## src/rtl/fwd_hazard_unit_pkg.sv

```systemverilog
// Shared definitions for the forwarding / load-hazard unit.
//   FWD_RF / FWD_WB / FWD_MEM : operand-select encodings driven on fwd_a/fwd_b
//   DEF_ADDR_W                : default register-address width
package fwd_hazard_unit_pkg;

  localparam logic [1:0] FWD_RF  = 2'b00;
  localparam logic [1:0] FWD_WB  = 2'b01;
  localparam logic [1:0] FWD_MEM = 2'b10;

  localparam int DEF_ADDR_W = 5;

endpackage

```

## src/rtl/fwd_hazard_unit_fwd_sel.sv

```systemverilog
// Forwarding select for one EX operand.
//   rs                  : EX-stage source address
//   mem_regwrite/mem_rd : MEM-stage write enable and destination
//   wb_regwrite/wb_rd   : WB-stage write enable and destination
//   sel                 : FWD_MEM, FWD_WB or FWD_RF (never 2'b11)
module fwd_sel
  import fwd_hazard_unit_pkg::*;
#(
  parameter int ADDR_W = DEF_ADDR_W
) (
  input  logic [ADDR_W-1:0] rs,
  input  logic              mem_regwrite,
  input  logic [ADDR_W-1:0] mem_rd,
  input  logic              wb_regwrite,
  input  logic [ADDR_W-1:0] wb_rd,
  output logic [1:0]        sel
);

  // MEM is the younger producer, so it wins over WB; x0 is never forwarded.
  always_comb begin
    sel = FWD_RF;
    if (mem_regwrite && (mem_rd != {ADDR_W{1'b0}}) && (mem_rd == rs)) begin
      sel = FWD_MEM;
    end else if (wb_regwrite && (wb_rd != {ADDR_W{1'b0}}) && (wb_rd == rs)) begin
      sel = FWD_WB;
    end else begin
      sel = FWD_RF;
    end
  end

endmodule

```

## src/rtl/fwd_hazard_unit.sv

```systemverilog
// Operand forwarding plus a scoreboard for long-latency loads.
//   clk, rst_n                       : clock, synchronous active-low reset
//   ex_rs1/ex_rs2, mem_*/wb_*        : forwarding inputs -> fwd_a/fwd_b
//   id_valid, id_rs1/id_rs2          : ID instruction -> stall
//   ld_issue_valid/rd, ld_issue_ready: load-issue handshake
//   ld_done_valid/rd                 : load-return notification
//   outstanding                      : in-flight load count
//   stall_cnt                        : saturating count of stalled cycles
module fwd_hazard_unit
  import fwd_hazard_unit_pkg::*;
#(
  parameter int ADDR_W  = DEF_ADDR_W,
  parameter int MAX_OUT = 4,
  parameter int CNT_W   = 32
) (
  input  logic                         clk,
  input  logic                         rst_n,
  input  logic [ADDR_W-1:0]            ex_rs1,
  input  logic [ADDR_W-1:0]            ex_rs2,
  input  logic                         mem_regwrite,
  input  logic                         wb_regwrite,
  input  logic [ADDR_W-1:0]            mem_rd,
  input  logic [ADDR_W-1:0]            wb_rd,
  input  logic                         id_valid,
  input  logic [ADDR_W-1:0]            id_rs1,
  input  logic [ADDR_W-1:0]            id_rs2,
  input  logic                         ld_issue_valid,
  input  logic [ADDR_W-1:0]            ld_issue_rd,
  output logic                         ld_issue_ready,
  input  logic                         ld_done_valid,
  input  logic [ADDR_W-1:0]            ld_done_rd,
  output logic [1:0]                   fwd_a,
  output logic [1:0]                   fwd_b,
  output logic                         stall,
  output logic [$clog2(MAX_OUT+1)-1:0] outstanding,
  output logic [CNT_W-1:0]             stall_cnt
);

  localparam int NREG  = 2 ** ADDR_W;
  localparam int OUT_W = $clog2(MAX_OUT + 1);

  logic [NREG-1:0]  pending_r;
  logic [NREG-1:0]  pending_nxt_s;
  logic [OUT_W-1:0] outstanding_r;
  logic [OUT_W-1:0] outstanding_nxt_s;
  logic [CNT_W-1:0] stall_cnt_r;
  logic             issue_acc_s;
  logic             done_acc_s;

  fwd_sel #(.ADDR_W(ADDR_W)) u_fwd_a (
    .rs(ex_rs1), .mem_regwrite(mem_regwrite), .mem_rd(mem_rd),
    .wb_regwrite(wb_regwrite), .wb_rd(wb_rd), .sel(fwd_a)
  );

  fwd_sel #(.ADDR_W(ADDR_W)) u_fwd_b (
    .rs(ex_rs2), .mem_regwrite(mem_regwrite), .mem_rd(mem_rd),
    .wb_regwrite(wb_regwrite), .wb_rd(wb_rd), .sel(fwd_b)
  );

  // Handshake, acceptance and stall are all derived from registered state only.
  always_comb begin
    ld_issue_ready = (outstanding_r < OUT_W'(MAX_OUT)) && !pending_r[ld_issue_rd];
    // An issue to x0 handshakes but is a no-op.
    issue_acc_s    = ld_issue_valid && ld_issue_ready && (ld_issue_rd != {ADDR_W{1'b0}});
    // Done for a non-pending register (spurious or pre-reset) is dropped.
    done_acc_s     = ld_done_valid && pending_r[ld_done_rd];
    stall          = id_valid && (pending_r[id_rs1] || pending_r[id_rs2]);
  end

  // Next scoreboard and count. Issue and done can never hit the same register in
  // one cycle: an issue needs the bit clear, a done needs it set.
  always_comb begin
    pending_nxt_s = pending_r;
    if (done_acc_s) begin
      pending_nxt_s[ld_done_rd] = 1'b0;
    end else begin
      pending_nxt_s[ld_done_rd] = pending_r[ld_done_rd];
    end
    if (issue_acc_s) begin
      pending_nxt_s[ld_issue_rd] = 1'b1;
    end else begin
      pending_nxt_s[ld_issue_rd] = pending_nxt_s[ld_issue_rd];
    end
    pending_nxt_s[0] = 1'b0;

    case ({issue_acc_s, done_acc_s})
      2'b10:   outstanding_nxt_s = outstanding_r + OUT_W'(1);
      2'b01:   outstanding_nxt_s = outstanding_r - OUT_W'(1);
      default: outstanding_nxt_s = outstanding_r;
    endcase
  end

  // State registers; reset drops all in-flight loads and clears the counter.
  always_ff @(posedge clk) begin
    if (!rst_n) begin
      pending_r     <= {NREG{1'b0}};
      outstanding_r <= {OUT_W{1'b0}};
      stall_cnt_r   <= {CNT_W{1'b0}};
    end else begin
      pending_r     <= pending_nxt_s;
      outstanding_r <= outstanding_nxt_s;
      if (stall && (stall_cnt_r != {CNT_W{1'b1}})) begin
        stall_cnt_r <= stall_cnt_r + CNT_W'(1);
      end else begin
        stall_cnt_r <= stall_cnt_r;
      end
    end
  end

  assign outstanding = outstanding_r;
  assign stall_cnt   = stall_cnt_r;

endmodule

```

## config.mk

```make
export PLATFORM = sky130hd
export DESIGN_NAME = fwd_hazard_unit
export DESIGN_NICKNAME = d
export VERILOG_FILES = /design/src/rtl/fwd_hazard_unit_pkg.sv /design/src/rtl/fwd_hazard_unit_fwd_sel.sv /design/src/rtl/fwd_hazard_unit.sv
export SDC_FILE = /design/constraint.sdc
export NUM_CORES = 1
export LEC_CHECK = 0
export ABC_AREA = 1
export CAP_MARGIN = 0
export CORE_UTILIZATION = 30
export DETAILED_ROUTE_END_ITERATION = 6
export PLACE_DENSITY = 0.47
export SYNTH_ARGS = -nofsm -noshare
export SYNTH_HDL_FRONTEND = slang
export SYNTH_SLANG_ARGS = --single-unit
```

## constraint.sdc

```tcl
create_clock -name clk -period 5.6 [get_ports clk]
set_input_delay 0.56 -clock clk [delete_from_list [all_inputs] [get_ports clk]]
set_output_delay 0.56 -clock clk [all_outputs]
set_load 0.01 [all_outputs]
```

# After elaboration in Yosys (flattened, before gate mapping)

Index checks and enable logic that the tools add are counted.
W data, S select, Z words.

Flip-flop bits (word level): 67
Output and inout port bits: 41
Logic and storage cells: 67
Bits of input ports: 47

Reductions and logical operators: 20
Order comparisons: 7
Add/subtract/negate cells: 3
Muxes and demuxes: 23
Bitwise operators: 3
Equality and inequality tests: 7

Operators by type and width:

| kind                    | number |
|---|---|
| $bwmux W32              | 2 |
| $mux W32                | 2 |
| $add A32 B1 Y32 const B | 1 |
| $and A32 B32 Y32        | 1 |
| $ne A32 B32 Y1 const B  | 1 |
| $not A32 Y32            | 1 |
| $or A32 B32 Y32         | 1 |
| $bmux W1 S5             | 5 |
| $lt A5 B6 Y1 const B    | 4 |
| $eq A5 B5 Y1            | 4 |
| $reduce_bool A5 Y1      | 3 |
| $logic_and A1 B1 Y1     | 14 |
| $demux W1 S5            | 2 |
| $ge A5 B1 Y1 const B    | 2 |
| $mux W1                 | 9 |
| $pmux W3 S2             | 1 |
| $mux W2                 | 2 |
| $add A3 B1 Y3 const B   | 1 |
| $lt A3 B3 Y1 const B    | 1 |
| $sub A3 B1 Y3 const B   | 1 |
| $eq A2 B1 Y1 const B    | 1 |
| $eq A2 B2 Y1 const B    | 1 |
| $reduce_bool A2 Y1      | 1 |
| $logic_not A1 Y1        | 1 |
| $logic_or A1 B1 Y1      | 1 |

# Depth between registers and ports, before layout

Gate-level depths: netlist of run 1.

Depth in word-level cells: 11
Mapped depth: 18
Mapped depth without buffers: 17

# By module

A second synthesis of run 1 with hierarchy kept.

Cells, all modules: 1,100
Area total of the unflattened synthesis: 5,964.5 sq um

Modules (own cells, without submodules):

| module          | cells an instance | sequential area each (sq um) | area an instance (sq um) | instances |
|---|---|---|---|---|
| fwd_hazard_unit | 1,000             | 1,321.3                      | 5,536.6                  | 1 |
| fwd_sel         | 50                | 0.0                          | 214.0                    | 2 |

# Worst setup path after synthesis of run 1

Ideal clock, no wire load.

Path kind: input to register
Start point: in ld_issue_rd[0]
End point: reg outstanding_r[2] (netlist: outstanding[2])
Path buffers: 1
Data required time: 5.478 ns
Library setup time: 0.122 ns
Cell stages on the path: 17
Arrival time: 2.422 ns
Path slack: 3.056 ns
Cell sequence: buf_4 nor2_4 a21oi_1 nand2_1 nand2_1 nand2_1 inv_1 nand3_1 inv_1 nand3_2 ha_1 inv_1 fa_1 a21oi_1 o21ai_0 o21ai_0 a21oi_1

Cells in the longest elaborated chain, start to end: 8
Elaborated cells between the ends (all ways): 11
Classes of those cells: 2 x eq/ne; 3 x mux; 6 x reduce/logical

RTL lines:

| element                                           | RTL line               | source |
|---|---|---|
| start: declaration                                | fwd_hazard_unit.sv:28  | `input logic [ADDR_W-1:0] ld_issue_rd,` |
| $bmux W1 S5 *                                     | fwd_hazard_unit.sv:62  | `ld_issue_ready = (outstanding_r < OUT_W'(MAX_OUT)) && !pending_r[ld_issue_rd];` |
| $mux W1 (implied by the code) *                   | fwd_hazard_unit.sv:62  |  |
| $logic_not A1 Y1 *                                | fwd_hazard_unit.sv:62  |  |
| $logic_and A1 B1 Y1 *                             | fwd_hazard_unit.sv:62  |  |
| named net ld_issue_ready                          | fwd_hazard_unit.sv:29  | `output logic ld_issue_ready,` |
| $logic_and A1 B1 Y1 * (2 in series)               | fwd_hazard_unit.sv:64  | `issue_acc_s = ld_issue_valid && ld_issue_ready && (ld_issue_rd != {ADDR_W{1'b0}});` |
| $eq A2 B1 Y1 or $eq A2 B2 Y1 (tied branches)      | fwd_hazard_unit.sv:86  | `case ({issue_acc_s, done_acc_s})` |
| $pmux W3 S2 or $reduce_bool A2 Y1 (tied branches) | n/a                    |  |
| end signal: assignment                            | fwd_hazard_unit.sv:97  | `outstanding_r <= {OUT_W{1'b0}};` |
| end signal: assignment                            | fwd_hazard_unit.sv:101 | `outstanding_r <= outstanding_nxt_s;` |
| end: declaration                                  | fwd_hazard_unit.sv:44  | `logic [OUT_W-1:0] outstanding_r;` |

The timed path passes the listed nets; every way through them passes the cells marked *. The select of a mux whose other input is x is not followed.
A chain may end at the register's enable or synchronous reset.

# Worst setup path in the final report of run 1

Start point: in ld_issue_rd[0]
End point: reg outstanding_r[2] (netlist: outstanding[2])

Cells in the longest elaborated chain, start to end: 8
Elaborated cells between the ends (all ways): 11
Classes of those cells: 2 x eq/ne; 3 x mux; 6 x reduce/logical

RTL lines:

| element                                           | RTL line |
|---|---|
| $bmux W1 S5                                       | fwd_hazard_unit.sv:62 |
| $mux W1 (implied by the code)                     | fwd_hazard_unit.sv:62 |
| $logic_not A1 Y1                                  | fwd_hazard_unit.sv:62 |
| $logic_and A1 B1 Y1                               | fwd_hazard_unit.sv:62 |
| $logic_and A1 B1 Y1                               | fwd_hazard_unit.sv:64 |
| $logic_and A1 B1 Y1 *                             | fwd_hazard_unit.sv:64 |
| $eq A2 B1 Y1 or $eq A2 B2 Y1 (tied branches)      | fwd_hazard_unit.sv:86 |
| $pmux W3 S2 or $reduce_bool A2 Y1 (tied branches) | n/a |

Mark *: on every way between the ends. The rest lies on a longest branch, timed or not. The select of a mux whose other input is x is not followed.

==> results of run 1 <==
==> area by class of cell <==
class	count	area share, %
timing repair buffer	92	12.79
multi-input combinational	839	54.38
inverter	95	5.022
sequential	66	18.61
clock buffer	10	3.366
tap	260	4.581
clock inverter	6	1.251
==> cell usage in the layout, fill, tap and decap left out, drive strengths merged <==
cell type	netlist	routed
bufinv	0	2
nand3b	4	4
nor4	4	4
dfxtp	66	66
xor2	28	28
nor3	25	25
clkinv	1	1
buf	27	5
inv	94	96
o21ai	29	29
a21boi	1	1
fa	1	1
clkbuf	16	10
nand3	74	74
ha	2	2
clkinvlp	0	2
nand4	40	40
or2	1	1
clkdlybuf4s50	0	87
xnor2	18	18
o41ai	1	1
a21oi	74	74
nor2	141	141
nand2	395	395
or4	1	1
==> cell families after synthesis <==
family / share of synthesized area [%]
buf+inv: 10.44
fa+ha+maj: 0.7783
simple gates: 49.73
flops: 22.83
compound gates: 9.254
xor+xnor: 6.962
==> metal layers <==
metal	GRT usage, %	wire (microns)	up-vias
met2	32.76	8770	201
li1	-	-	3447
met3	5.129	1603	20
met4	5.606	255	0
met1	33.72	11050	3040
met5	0	0	-
==> sequential cells by signal, indices dropped and copies added, names as in the netlist <==
| name | count |
|---|---|
| outstanding | 3 |
| pending_r | 31 |
| stall_cnt | 32 |
==> worst min-delay path by stage <==
stage	startpoint	end	slack, ns	cells past startpoint
after floorplan	outstanding[0]	outstanding[0]	0.48	1
after global placement	outstanding[0]	outstanding[0]	0.48	1
after detailed placement	outstanding[0]	outstanding[0]	0.47	1
after CTS	outstanding[0]	outstanding[0]	0.49	1
after global routing	outstanding[0]	outstanding[0]	0.51	1
final	outstanding[0]	outstanding[0]	0.49	1
==> power groups by stage <==
stage	sequential [uW]	combinational [uW]	clock, uW
finish	487	224	644
global placement	497	225	0
detailed placement	496	223	0
global route	487	249	680
floorplan	493	135	0
CTS	486	225	658
==> metrics by stage <==
| step | instance area, sq um | std cells | setup WS (ns) | util [%] |
|---|---|---|---|---|
| floorplan | 5787 | 1043 | 3.056 | - |
| global placement | 6773 | 1352 | 1.513 | 35.97 |
| detailed placement | 6773 | 1352 | 1.519 | 35.97 |
| CTS | 7101 | 1368 | 1.833 | 37.71 |
| global route | 7101 | 1368 | 1.392 | 37.71 |
| finish | 7101 | 1368 | 1.793 | 37.71 |
==> flow_summary.json, run 1 <==
{
  "cts_setup_buffers": 0,
  "yosysTopAreaCellShare_pct": 25.49,
  "rsz0062_at_grt": "false",
  "crit_end": "outstanding[2]",
  "cts_tree": "yes",
  "worst-path-stages": 18,
  "path_buf_inv": 4,
  "slew_headroom_pct": 24.10,
  "grt_pass1_vias": 6310,
  "grt_max_degree": 62,
  "cp_max_fo": 22,
  "internal_power_uw": 958.3,
  "power.density_nw_per_um2": 190.7,
  "cts_sinks": 66,
  "power_uw": 1354,
  "yosys.area.top_type": "nand2_1",
  "yosysMostFrequentCell": "nand2_1",
  "ant_nets": 0,
  "p_seq_share_pct": 35.9,
  "power.share.switching_pct": 29.23,
  "finalMaxSlewViolations": 0,
  "fin_crit_ns": 3.807,
  "crit_arrival_ns": 4.04,
  "die_area_sq_um": 19850,
  "critical_path_class": "input port to register",
  "timing.final.crit_share_pct": 67.98,
  "crit_start": "ld_issue_rd[0]",
  "p_leak_uw": 0.002793,
  "setup-tns-final_ns": 0,
  "cap_violations": 0,
  "combPwrFrac_pct": 16.5,
  "cp.required_ns": 5.83,
  "critPathLaunchType": "input port",
  "place.gp.congestion": 0.8926,
  "drc": 0,
  "ys_seq_area_share_pct": 22.83,
  "synth.avg_cell_area_sq_um": 5.548,
  "timing.fmax_mhz": 262.7,
  "die_x_microns": 140.9,
  "finalSetupViolCount": 0,
  "port_buffers": 87,
  "clock_skew_ns": 0.009298,
  "num_rows": 50,
  "synth.area.top_cells": "nand2_1 (25%), dfxtp_1 (23%), nor2_1 (8.6%)",
  "synth_area_sq_um": 5787,
  "cts_resized": 0,
  "synth-main-ff-cell": "dfxtp_1",
  "yosys-top-cells-count": "nand2_1 (393), nor2_1 (133), inv_1 (89)",
  "whs_ns": 0.4866,
  "clkLatencyLatePin_ns": 0.35,
  "synth.net_count": 1093,
  "drt-total-wl_microns": 21670,
  "ff2ff_setup_slack_ns": 2.85,
  "reg2reg_from": "pending_r[30]",
  "report.final.hold_viol_count": 0,
  "clockPowerShare_pct": 47.6,
  "grt_pass1_wl_microns": 35060,
  "cts_buffer_depth": 2,
  "hold_path_class": "register to register",
  "crit_family": "buffers and inverters",
  "htree_levels": 3,
  "via_count": 6708,
  "first_pass_iters": 5,
  "multi_input_area_sq_um": 3861,
  "yosysWarningCount": 0,
  "endpoint_kind": "register",
  "synth_edf_count": 0,
  "cts.clk_slew.worst_paths_ns": 0.06,
  "irDropWorstVdd_uv": 134.8,
  "n_fill_cell": 2100,
  "wl_per_cell_microns": 15.84,
  "cts_hold_buffers": 0,
  "cts-root-buf": "clkbuf_16",
  "netlist_instances": 1043,
  "synthToLayoutAreaGrowth_pct": 22.70,
  "r2r_cells": 12,
  "seqCellArea_sq_um": 1321,
  "p_switching_uw": 395.8,
  "worst_slew_pin_slew_ns": 1.137,
  "cts_inserted_buffers": 9,
  "critPathSlowestCell": "clkdlybuf4s50_1",
  "drive_above_1_share_pct": 3.881,
  "crit_path_max_incr_delay_ns": 1.02,
  "cp_cell_sequence": "clkdlybuf4s50_1, nand2_2, nor2_1, a21oi_1, nand2_1, nand2_1, nand2_1, inv_1, nand3_1, inv_1, nand3_2, ha_1, inv_1, fa_1, a21oi_1, o21ai_0, o21ai_0, a21oi_1",
  "antennaDiodeCount": 0,
  "hpwlAfterDp_microns": 16000,
  "ys_ff_latch": 66,
  "drt_iter0_drc": 522,
  "async_flop_share_pct": 0,
  "io_pins": 88,
  "antenna_found_initial": 0,
  "viasPerCell": 4.904,
  "outcome": "completed",
  "start_util_pct": 30.73,
  "grt.overflow.total": 0,
  "die-height_microns": 140.9,
  "core_area_sq_um": 18830,
  "r2r-end": "stall_cnt[26]",
  "grtUsageTotal_pct": 22.75,
  "synth_cell_type_count": 32,
  "nNetsFinal": 1153
}
(Power assumes the default switching activity.)
==> run 2, diff against run 1 <==
==> constraint.sdc (replaced) <==
create_clock -name clk -period 3.7 [get_ports clk]
set_input_delay 0.37 -clock clk [delete_from_list [all_inputs] [get_ports clk]]
set_output_delay 0.37 -clock clk [all_outputs]
set_load 0.01 [all_outputs]
==> run 2 against run 1 <==
Power increased by 48%. Setup slack got worse by 1.2 ns. Final area is 2.2% higher. Global-route usage down 0.16 points. First-iteration DRC count is 17% higher. Highest routed layer unchanged. Via count up 1.5%. Largest power group unchanged. Largest cell class unchanged.
==> flow_summary.json, run 2 (synthesis results as in run 1) <==
{
  "clock_skew_ns": 0.006671,
  "grt_pass1_vias": 6183,
  "die_area_sq_um": 19850,
  "internal_power_uw": 1420,
  "grt_pass1_wl_microns": 34830,
  "grt_max_degree": 32,
  "p_seq_share_pct": 36.8,
  "nNetsFinal": 1175,
  "reg2reg_from": "pending_r[12]",
  "critPathLaunchType": "input port",
  "placed_area_sq_um": 6950,
  "cts_sinks": 66,
  "wl_per_cell_microns": 15.99,
  "hold_depth": 1,
  "p_switching_uw": 582.8,
  "cp_max_fo": 18,
  "finalMaxSlewViolations": 0,
  "grtUsageTotal_pct": 22.59,
  "stdcell_area_sq_um": 7257,
  "htree_levels": 3,
  "ff2ff_setup_slack_ns": 1.12,
  "fin_cells": 1390,
  "final_common_cell": "nand2_1",
  "place.gp.congestion": 0.8957,
  "cts_hold_buffers": 0,
  "drive_above_1_share_pct": 5.575,
  "cp.required_ns": 3.93,
  "num_rows": 50,
  "grt.overflow.total": 0,
  "power_uw": 2003,
  "finalSetupViolCount": 0,
  "drt-total-wl_microns": 22230,
  "antennaDiodeCount": 0,
  "hold_path_class": "register to register",
  "cts_buffer_depth": 2,
  "first_pass_iters": 5,
  "worst_slew_pin_slew_ns": 0.7755,
  "placed_cells": 1374,
  "power.density_nw_per_um2": 276.0,
  "report.final.hold_viol_count": 0,
  "p_leak_uw": 0.002900,
  "cts_resized": 0,
  "final_cell_mix": "nand2_1 (393), nor2_1 (133), inv_1 (89), clkdlybuf4s50_1 (87), a21oi_1 (73)",
  "hpwlAfterDp_microns": 16700,
  "die-height_microns": 140.9,
  "hold_start": "outstanding[0]",
  "irDropWorstVdd_uv": 192.6,
  "setup-tns-final_ns": 0,
  "clkLatencyLatePin_ns": 0.34,
  "min_to": "outstanding[0]",
  "r2r_cells": 17,
  "cts_setup_buffers": 0,
  "largest_reg_flops": 32,
  "outcome": "completed",
  "cts-root-buf": "clkbuf_16",
  "critical_path_class": "input port to register",
  "drt_iter0_drc": 611,
  "timing.fmax_mhz": 324.0,
  "drc": 0,
  "cts.clk_slew.worst_paths_ns": 0.06,
  "crit_arrival_ns": 3.31,
  "pre_cts_ws_ns": 0.3201,
  "io_pins": 88,
  "die_x_microns": 140.9,
  "fin_crit_ns": 3.086,
  "core_area_sq_um": 18830,
  "slew_headroom_pct": 48.11,
  "setup_slack_ns": 0.6138,
  "combPwrFrac_pct": 18.1,
  "viasPerCell": 4.896,
  "synthToLayoutAreaGrowth_pct": 25.41,
  "start_util_pct": 30.73,
  "via_count": 6806,
  "r2r-end": "outstanding[2]",
  "endpoint_kind": "register",
  "cap_violations": 0,
  "antenna_found_initial": 0,
  "power.share.switching_pct": 29.09,
  "rsz0062_at_grt": "false",
  "cts_tree": "yes",
  "ant_nets": 0,
  "cts_inserted_buffers": 9,
  "clockPowerShare_pct": 45.1,
  "port_buffers": 87,
  "timing.final.crit_share_pct": 83.41
}
[run 2: final cells by class]
type | count | area, sq um
inverter | 95 | 356.6
sequential | 66 | 1321
fill | 2108 | 11570
clock inverter | 3 | 46.29
tap | 260 | 325.3
timing repair buffer | 114 | 1086
multi-input combinational | 839 | 3861
clock buffer | 13 | 260.3
[run 2: layer usage]
layer / wire length (microns) / GRT usage [%] / up-vias
li1: - / - / 3491
met1: 11730 / 35.51 / 3085
met2: 8787 / 32.02 / 214
met3: 1454 / 2.378 / 16
met4: 257 / 5.606 / 0
met5: 0 / 0 / -
[run 2: through the flow]
step | hold slack (ns) | utilization, %
2_1_floorplan | 0.4840 | -
3_3_place_gp | 0.4661 | 36.91
3_5_place_dp | 0.4633 | 36.91
4_1_cts | 0.4797 | 38.54
5_1_grt | 0.5112 | 38.54
6_report | 0.4729 | 38.54
[run 2: critical path, stage by stage]
cell and delay (ns):
clkdlybuf4s50_1 0.73, nor2_2 0.49, a21oi_1 0.12, nand2_1 0.07, nand2_1 0.05, nand2_1 0.07, nor2_2 0.04, a21oi_1 0.22
ha_1 0.21, inv_1 0.08, fa_1 0.39, a21oi_1 0.14, o21ai_0 0.11, o21ai_0 0.16, a21oi_1 0.05
[run 2: power by group through the flow]
stage	Clock [uW]	Combinational [uW]	Sequential (uW)
final	903	363	737
after global routing	955	398	737
after CTS	925	363	736
after detailed placement	0	361	752
after global placement	0	362	752
after floorplan	0	204	747
[run 2: worst max path at each step]
stage                         startpoint              to  slack [ns]  cells after the start
after floorplan           ld_issue_rd[0]  outstanding[2]        1.35                     17
after global placement     ld_done_rd[0]  outstanding[2]        0.39                     17
after detailed placement   ld_done_rd[0]  outstanding[2]        0.32                     17
after CTS                      id_rs2[1]           stall        0.63                     10
after global routing       ld_done_rd[0]  outstanding[2]        0.24                     17
final                      ld_done_rd[0]  outstanding[2]        0.61                     15
